**src/rtl/fetch_seq_pkg.sv**
```systemverilog
// Shared types and default widths for the instruction-fetch sequencer.
package fetch_seq_pkg;

  typedef enum logic [2:0] {
    IDLE  = 3'd0,
    FETCH = 3'd1,
    ISSUE = 3'd2,
    ADV   = 3'd3,
    JUMP  = 3'd4,
    HALT  = 3'd5
  } fetch_state_t;

  localparam int DEFAULT_ADDR_W  = 16;
  localparam int DEFAULT_INSTR_W = 8;

endpackage

```
**src/rtl/fetch_timeout_timer.sv**
```systemverilog
// Counts consecutive enabled cycles; expired flags the ACK_TIMEOUT-th one.
// ACK_TIMEOUT = 0 disables the timer (expired stays low).
module fetch_timeout_timer #(
  parameter int ACK_TIMEOUT = 64
) (
  input  logic clk,
  input  logic rst_n,
  input  logic clear,
  input  logic enable,
  output logic expired
);

  generate
    if (ACK_TIMEOUT > 0) begin : g_timer
      localparam int CNT_W = $clog2(ACK_TIMEOUT + 1);
      logic [CNT_W-1:0] count_reg;

      // count_reg holds the number of enabled cycles already elapsed
      assign expired = enable && (count_reg == CNT_W'(ACK_TIMEOUT - 1));

      always_ff @(posedge clk or negedge rst_n) begin
        if (!rst_n) begin
          count_reg <= '0;
        end else if (clear) begin
          count_reg <= '0;
        end else if (enable && !expired) begin
          count_reg <= count_reg + CNT_W'(1);
        end
      end
    end else begin : g_no_timer
      assign expired = 1'b0;
    end
  endgenerate

endmodule

```
**src/rtl/fetch_sequencer.sv**
```systemverilog
// Instruction-fetch controller: PC strobes, imem req/ack, decode valid/ready.
// Optional FETCH_PERF_CNT_EN adds a saturating stall_cnt output.
module fetch_sequencer
  import fetch_seq_pkg::*;
#(
  parameter int ADDR_W      = DEFAULT_ADDR_W,
  parameter int INSTR_W     = DEFAULT_INSTR_W,
  parameter int ACK_TIMEOUT = 64
) (
  input  logic               clk,
  input  logic               rst_n,
  input  logic               start,
  output logic               imem_req,
  input  logic               imem_ack,
  input  logic [INSTR_W-1:0] imem_rdata,
  output logic [INSTR_W-1:0] instr,
  output logic               instr_valid,
  input  logic               instr_ready,
  input  logic               jump_req,
  input  logic [ADDR_W-1:0]  jump_target,
  input  logic               halt_req,
  output logic               pc_load,
  output logic               pc_incr,
  output logic [ADDR_W-1:0]  pc_target,
  output logic               halted,
`ifdef FETCH_PERF_CNT_EN
  output logic [15:0]        stall_cnt,
`endif
  output logic               fetch_err
);

  fetch_state_t state_reg;
  logic         expired;

  fetch_timeout_timer #(
    .ACK_TIMEOUT(ACK_TIMEOUT)
  ) u_timer (
    .clk    (clk),
    .rst_n  (rst_n),
    .clear  (state_reg != FETCH),
    .enable (state_reg == FETCH),
    .expired(expired)
  );

  // Outputs are set alongside the transition so they hold for the whole next state.
  always_ff @(posedge clk or negedge rst_n) begin
    if (!rst_n) begin
      state_reg   <= IDLE;
      imem_req    <= 1'b0;
      instr       <= '0;
      instr_valid <= 1'b0;
      pc_load     <= 1'b0;
      pc_incr     <= 1'b0;
      pc_target   <= '0;
      halted      <= 1'b0;
      fetch_err   <= 1'b0;
    end else begin
      pc_load <= 1'b0;
      pc_incr <= 1'b0;
      case (state_reg)
        IDLE: begin
          if (start) begin
            state_reg <= FETCH;
            imem_req  <= 1'b1;
          end
        end
        FETCH: begin
          if (imem_ack) begin
            state_reg   <= ISSUE;
            imem_req    <= 1'b0;
            instr       <= imem_rdata;
            instr_valid <= 1'b1;
          end else if (expired) begin
            state_reg <= HALT;
            imem_req  <= 1'b0;
            halted    <= 1'b1;
            fetch_err <= 1'b1;
          end
        end
        ISSUE: begin
          if (instr_ready) begin
            instr_valid <= 1'b0;
            if (halt_req) begin
              state_reg <= HALT;
              halted    <= 1'b1;
            end else if (jump_req) begin
              state_reg <= JUMP;
              pc_load   <= 1'b1;
              pc_target <= jump_target;
            end else begin
              state_reg <= ADV;
              pc_incr   <= 1'b1;
            end
          end
        end
        ADV, JUMP: begin
          // PC strobe is this cycle; request starts once the PC has updated
          state_reg <= FETCH;
          imem_req  <= 1'b1;
        end
        HALT: begin
          if (start) begin
            state_reg <= ADV;
            halted    <= 1'b0;
            fetch_err <= 1'b0;
            pc_incr   <= 1'b1;
          end
        end
        default: begin
          state_reg <= IDLE;
        end
      endcase
    end
  end

`ifdef FETCH_PERF_CNT_EN
  logic stall;
  assign stall = ((state_reg == FETCH) && !imem_ack) ||
                 ((state_reg == ISSUE) && !instr_ready);

  always_ff @(posedge clk or negedge rst_n) begin
    if (!rst_n) begin
      stall_cnt <= '0;
    end else if ((state_reg == IDLE) && start) begin
      stall_cnt <= '0;
    end else if (stall && (stall_cnt != 16'hFFFF)) begin
      stall_cnt <= stall_cnt + 16'd1;
    end
  end
`endif

endmodule
```
**config.mk**
```make
export PLATFORM = sky130hd
export DESIGN_NAME = fetch_sequencer
export DESIGN_NICKNAME = d
export VERILOG_FILES = /design/src/rtl/fetch_seq_pkg.sv /design/src/rtl/fetch_timeout_timer.sv /design/src/rtl/fetch_sequencer.sv
export SDC_FILE = /design/constraint.sdc
export NUM_CORES = 1
export LEC_CHECK = 0
export BUFFER_PORTS_ARGS = -buffer_cell sky130_fd_sc_hd__buf_4
export CAP_MARGIN = 20
export CORE_ASPECT_RATIO = 0.8
export CORE_MARGIN = 4
export CORE_UTILIZATION = 54
export DETAILED_ROUTE_END_ITERATION = 12
export MAX_ROUTING_LAYER = met4
export PLACE_DENSITY = 0.84
export SETUP_SLACK_MARGIN = 0.02
export SYNTH_ARGS = -nofsm -noshare
export SYNTH_HDL_FRONTEND = slang
export SYNTH_HIERARCHICAL = 1
export SYNTH_SLANG_ARGS = --single-unit
```
**constraint.sdc**
```tcl
create_clock -name clk -period 4.89 [get_ports clk]
set_input_delay 0.2445 -clock clk [delete_from_list [all_inputs] [get_ports clk]]
set_output_delay 0.2445 -clock clk [all_outputs]
set_load 0.02 [all_outputs]
```
---- Word level (Yosys, flattened, before mapping) ----
Cells that the tools add are included.
storage, ports and cells
  bits in registers ....................... 40
  output and inout bits ................... 30
  logic and storage cells ................. 77
cells by class
  $add $sub $neg .......................... 1
  equal/unequal tests ..................... 15
  multiplexer cells ....................... 33
  bitwise operators ....................... 1
  reductions and logical operators ........ 17
operators by type and width
  kind                 number
  $mux 3               7
  $mux 1               18
  $pmux 3 s5           1
  $mux 7               2
  $ne 2x2->1 const B   7
  $reduce_and 4->1     3
  $add 7x1->7 const B  1
  $eq 7x6->1 const B   1
  $eq 3x2->1 const B   2
  $eq 3x3->1 const B   2
  $pmux 1 s2           3
  $pmux 1 s3           2
  $reduce_and 3->1     2
  $reduce_and 6->1     1
  $reduce_bool 2->1    3
  $reduce_bool 3->1    2
  $eq 3x1->1 const B   1
  $logic_not 3->1      1
  $ne 3x1->1 const B   1
  $ne 3x3->1 const B   1
  $logic_and 1x1->1    2
  $reduce_and 2->1     1
  $reduce_or 2->1      1
  $logic_not 1->1      1
  $not 1->1            1

---- Depth between registers and ports, before layout ----
  depth after elaboration ................. 6
  mapped depth ............................ 9

---- Modules after synthesis ----
Netlist, hierarchy kept.
modules (own cells, without submodules)
  module               instances  cells each  area each (µm²)  sequential area each (µm²)
  fetch_sequencer      1          111         1477.7           825.8
  fetch_timeout_timer  1          39          390.4            175.2

---- Worst setup path before layout ----
OpenSTA, ideal clock, no wires.
  kind .................................... flip-flop to flip-flop
  from .................................... register state_reg[1]
  to ...................................... register state_reg[0]
  arrival ................................. 1.903 ns
  data required time ...................... 4.765 ns
  setup slack ............................. 2.862 ns
  cell stages (with the launch flop) ...... 10
  buffers on the path ..................... 1
  clock period less this slack ............ 2.028 ns
  cell sequence ........................... dfrtp_1 > buf_2 > nand2b_1 > nor2_1 > nand4_1 > nor2_1 > nor2_1 > a211oi_1 > a211oi_1 > mux2_2
on the way
  cells in the longest elaborated chain, start to end .. 4
ends and longest elaborated chain
  item                               RTL line                   RTL
  start: declaration                 fetch_sequencer.sv:32      fetch_state_t state_reg;
  start signal: assignment           fetch_sequencer.sv:48      state_reg <= IDLE;
  start signal: assignment           fetch_sequencer.sv:63      state_reg <= FETCH;
  start signal: assignment           fetch_sequencer.sv:69      state_reg <= ISSUE;
  $eq 3x1->1                         fetch_sequencer.sv:41      .enable (state_reg == FETCH),
  $logic_and 1x1->1                  fetch_timeout_timer.sv:19  assign expired = enable && (count_reg == CNT_W'(ACK_TIMEOUT - 1));
  net expired                        fetch_sequencer.sv:33      logic expired;
  $ne 3x3->1 (no source line)        n/a
  $reduce_and 4->1 (no source line)  n/a
The timed path passes the listed nets, and every way through them passes these cells.
A chain may end at the register's enable or synchronous reset.

---- Worst setup path after layout ----
  from .................................... register state_reg[0]
  to ...................................... register state_reg[0]
Same word-level chain as after synthesis.

==> results.cfg <==
[timing]
fin_worst_skew_ns = 0.00543
tightest_slew_ns = 0.494
rsz0062_at_grt = no
finalCritPeriodShare = 0.495
fmax_mhz = 413
setup_viol = 0
finalWorstSetupSlack_ns = 2.47
setup_tns_ns = 0
hold_viol_final = 0
maxSlewHeadroom = 0.671
drv_slew = 0
min_period_ns = 2.42
hold_ws_ns = 0.177

[critical_path]
path_buf_inv = 0
cp_top_family = simple AND/OR/NAND/NOR gates
path_class = flop to flop
worst-endpoint-arrival_ns = 2.60
cp-start-kind = flop
r2r-end = state_reg[0]$_DFFE_PN0P_
worst-r2r-setup-slack_ns = 2.47
worstPathMaxFanout = 14
end_kind = flop
slowest_stage = dfrtp_1
worstRegToRegCells = 8
critPathMaxStageDelay_ns = 0.62
cp.required_ns = 5.07
crit_chain = nand2b_1 > nor2_1 > nand4_1 > nor2_1 > nor2_1 > a211oi_1 > a211oi_1 > mux2_2
cp_common_cell = nor2_1
r2r-start = state_reg[0]$_DFFE_PN0P_

[synthesis]
synth.top_cell.area_share = 0.536
ys_ff_latch = 40
syn_nets = 182
synthMostInstantiatedCell = dfrtp_1
async_reset_ff_frac = 1.00
synthCells = 150
synth.yosys.seq_area_share = 0.536
yosysUniqueCellTypes = 40
synthTopCellsByArea = dfrtp_1 (54%), mux2_2 (10%), mux2_4 (7.2%), nor2_1 (2.2%), a211oi_1 (2.0%)
syn_area_um2 = 1870
ys_warn_count = 6
ys_top_cells_by_count = dfrtp_1 (40), mux2_2 (17), nor2_1 (11)
avgSynthCellArea_um2 = 12.5
yosysTopAreaCell = dfrtp_1
synth-main-ff-cell = dfrtp_1
synth_edf_count = 0

[finish]
nFillCells = 208
fin_nets = 245
largest_reg_flops = 16
multi_input_area_um2 = 801
diodes = 0
regArea_um2 = 1000
drive_above_1_share = 0.458
area_delta_synth_final_pct = 31.9
final_cells = 254

[floorplan]
io-pin-count = 61
chipHeight_um = 60.6
fp-row-count = 18
coreArea_um2 = 3200
die-area_um2 = 4470
die-width_um = 73.8
initial_core_util = 0.584

[worst_hold_path]
hold_class = input pin to flop
holdCritStartpoint = jump_target[3]
min_delay_worst_endpoint = pc_target[3]$_DFFE_PN0P_
holdPathStages = 2

[route]
routedWlPerCell_um = 15.9
drtIter0Drc = 170
num_vias = 1384
drtAntennaViolNets = 0
drt_first_pass_iters = 4
drt_wl_total_um = 4040
vias_per_cell = 5.45
drc_errors = 0

[clocking]
htree_levels = 2
clk_latency_ns = 0.29
cts.sinks = 40
cts_root_buf = clkbuf_8
cts_made_buffers = 5
clk_path_buf_depth = 2
cts_tree = built
clk_pin_slew_ns = 0.07

[pwr]
ir_drop_mv = 0.284
leakagePower_nw = 1.25
power.density_nw_per_um2 = 544

[placed_design]
placed_cells = 245
io_buffers = 60
place_worst_setup_slack_ns = 2.53
post-dp-hpwl_um = 2930
place_congestion = 0.957

[job]
maxCapViolCount = 0

[outcome]
status = finished, final reports clean

[global_route]
first_global_vias = 1404
track_usage = 0.201
grt_max_degree = 41
antenna_found_initial = 0
grt_pass1_wl_um = 6560
globalRouteOverflowTotal = 0
## cell type report
class / count / area share
clock buffer: 7 / 0.0391
clock inverter: 1 / 0.0122
inverter: 7 / 0.0107
multi-input combinational: 98 / 0.325
sequential: 40 / 0.406
tap: 40 / 0.0203
timing repair buffer: 61 / 0.187
## routing by layer
metal / vias to the layer above / global-route usage / routed length, um
li1: 659 / - / -
met1: 662 / 0.239 / 1630
met2: 57 / 0.328 / 2110
met3: 6 / 0.0579 / 271
met4: 0 / 0.0698 / 31
met5: - / - / 0
## metrics by stage
stage	util	total power, mW	cell area [um^2]
after floorplan	-	0.858	1870
after detailed placement	0.728	1.06	2330
final	0.771	1.34	2460
after global routing	0.771	1.42	2460
after CTS	0.771	1.35	2460
after global placement	0.728	1.03	2330
## kinds of logic (layout without fill, tap and decap cells)
| kind of cell | Yosys count | in the layout | synth area share |
|---|---|---|---|
| buffers and inverters | 12 | 76 | 0.0355 |
| adders and majority gates | 1 | 1 | 0.00670 |
| and+or+nand+nor | 42 | 42 | 0.140 |
| muxes | 28 | 28 | 0.186 |
| AOI/OAI and AO/OA | 27 | 27 | 0.0958 |
| DFF | 40 | 40 | 0.536 |
## where the power goes
part,internal [mW],switching [mW],total [mW]
registers,0.429,0.0825,0.512
logic,0.267,0.273,0.540
clock network,0.180,0.108,0.288
## cells in the final DEF (no fill, tap or decap), types with 2 or more instances in the layout
cell type,count
o21ai_0,5
nand2_1,5
mux2_2,17
mux2_4,9
dfrtp_1,40
nand3_1,2
a31oi_1,2
nand4_1,2
buf_4,60
o2111ai_1,2
a211oi_1,5
nand2b_1,6
inv_1,7
nand3b_1,2
clkbuf_8,7
a21oi_1,6
nor2_1,11
nor2b_1,4
## timing repair
| item | CTS | global route |
|---|---|---|
| gates resized for setup | 0 | 0 |
| hold endpoints to repair | 40 | 0 |
| buffers inserted | 0 | 0 |
| hold buffers | 1 | 0 |
## worst max-delay path by stage
| stage | cells past startpoint | to | startpoint |
|---|---|---|---|
| 2_1_floorplan | 9 | state_reg[0]$_DFFE_PN0P_ | state_reg[1]$_DFFE_PN0P_ |
| 3_3_place_gp | 8 | state_reg[0]$_DFFE_PN0P_ | state_reg[0]$_DFFE_PN0P_ |
| 3_5_place_dp | 8 | state_reg[0]$_DFFE_PN0P_ | state_reg[0]$_DFFE_PN0P_ |
| 4_1_cts | 8 | state_reg[0]$_DFFE_PN0P_ | state_reg[0]$_DFFE_PN0P_ |
| 5_1_grt | 8 | state_reg[0]$_DFFE_PN0P_ | state_reg[0]$_DFFE_PN0P_ |
| 6_report | 8 | state_reg[0]$_DFFE_PN0P_ | state_reg[0]$_DFFE_PN0P_ |
(Power assumes the default switching activity.)
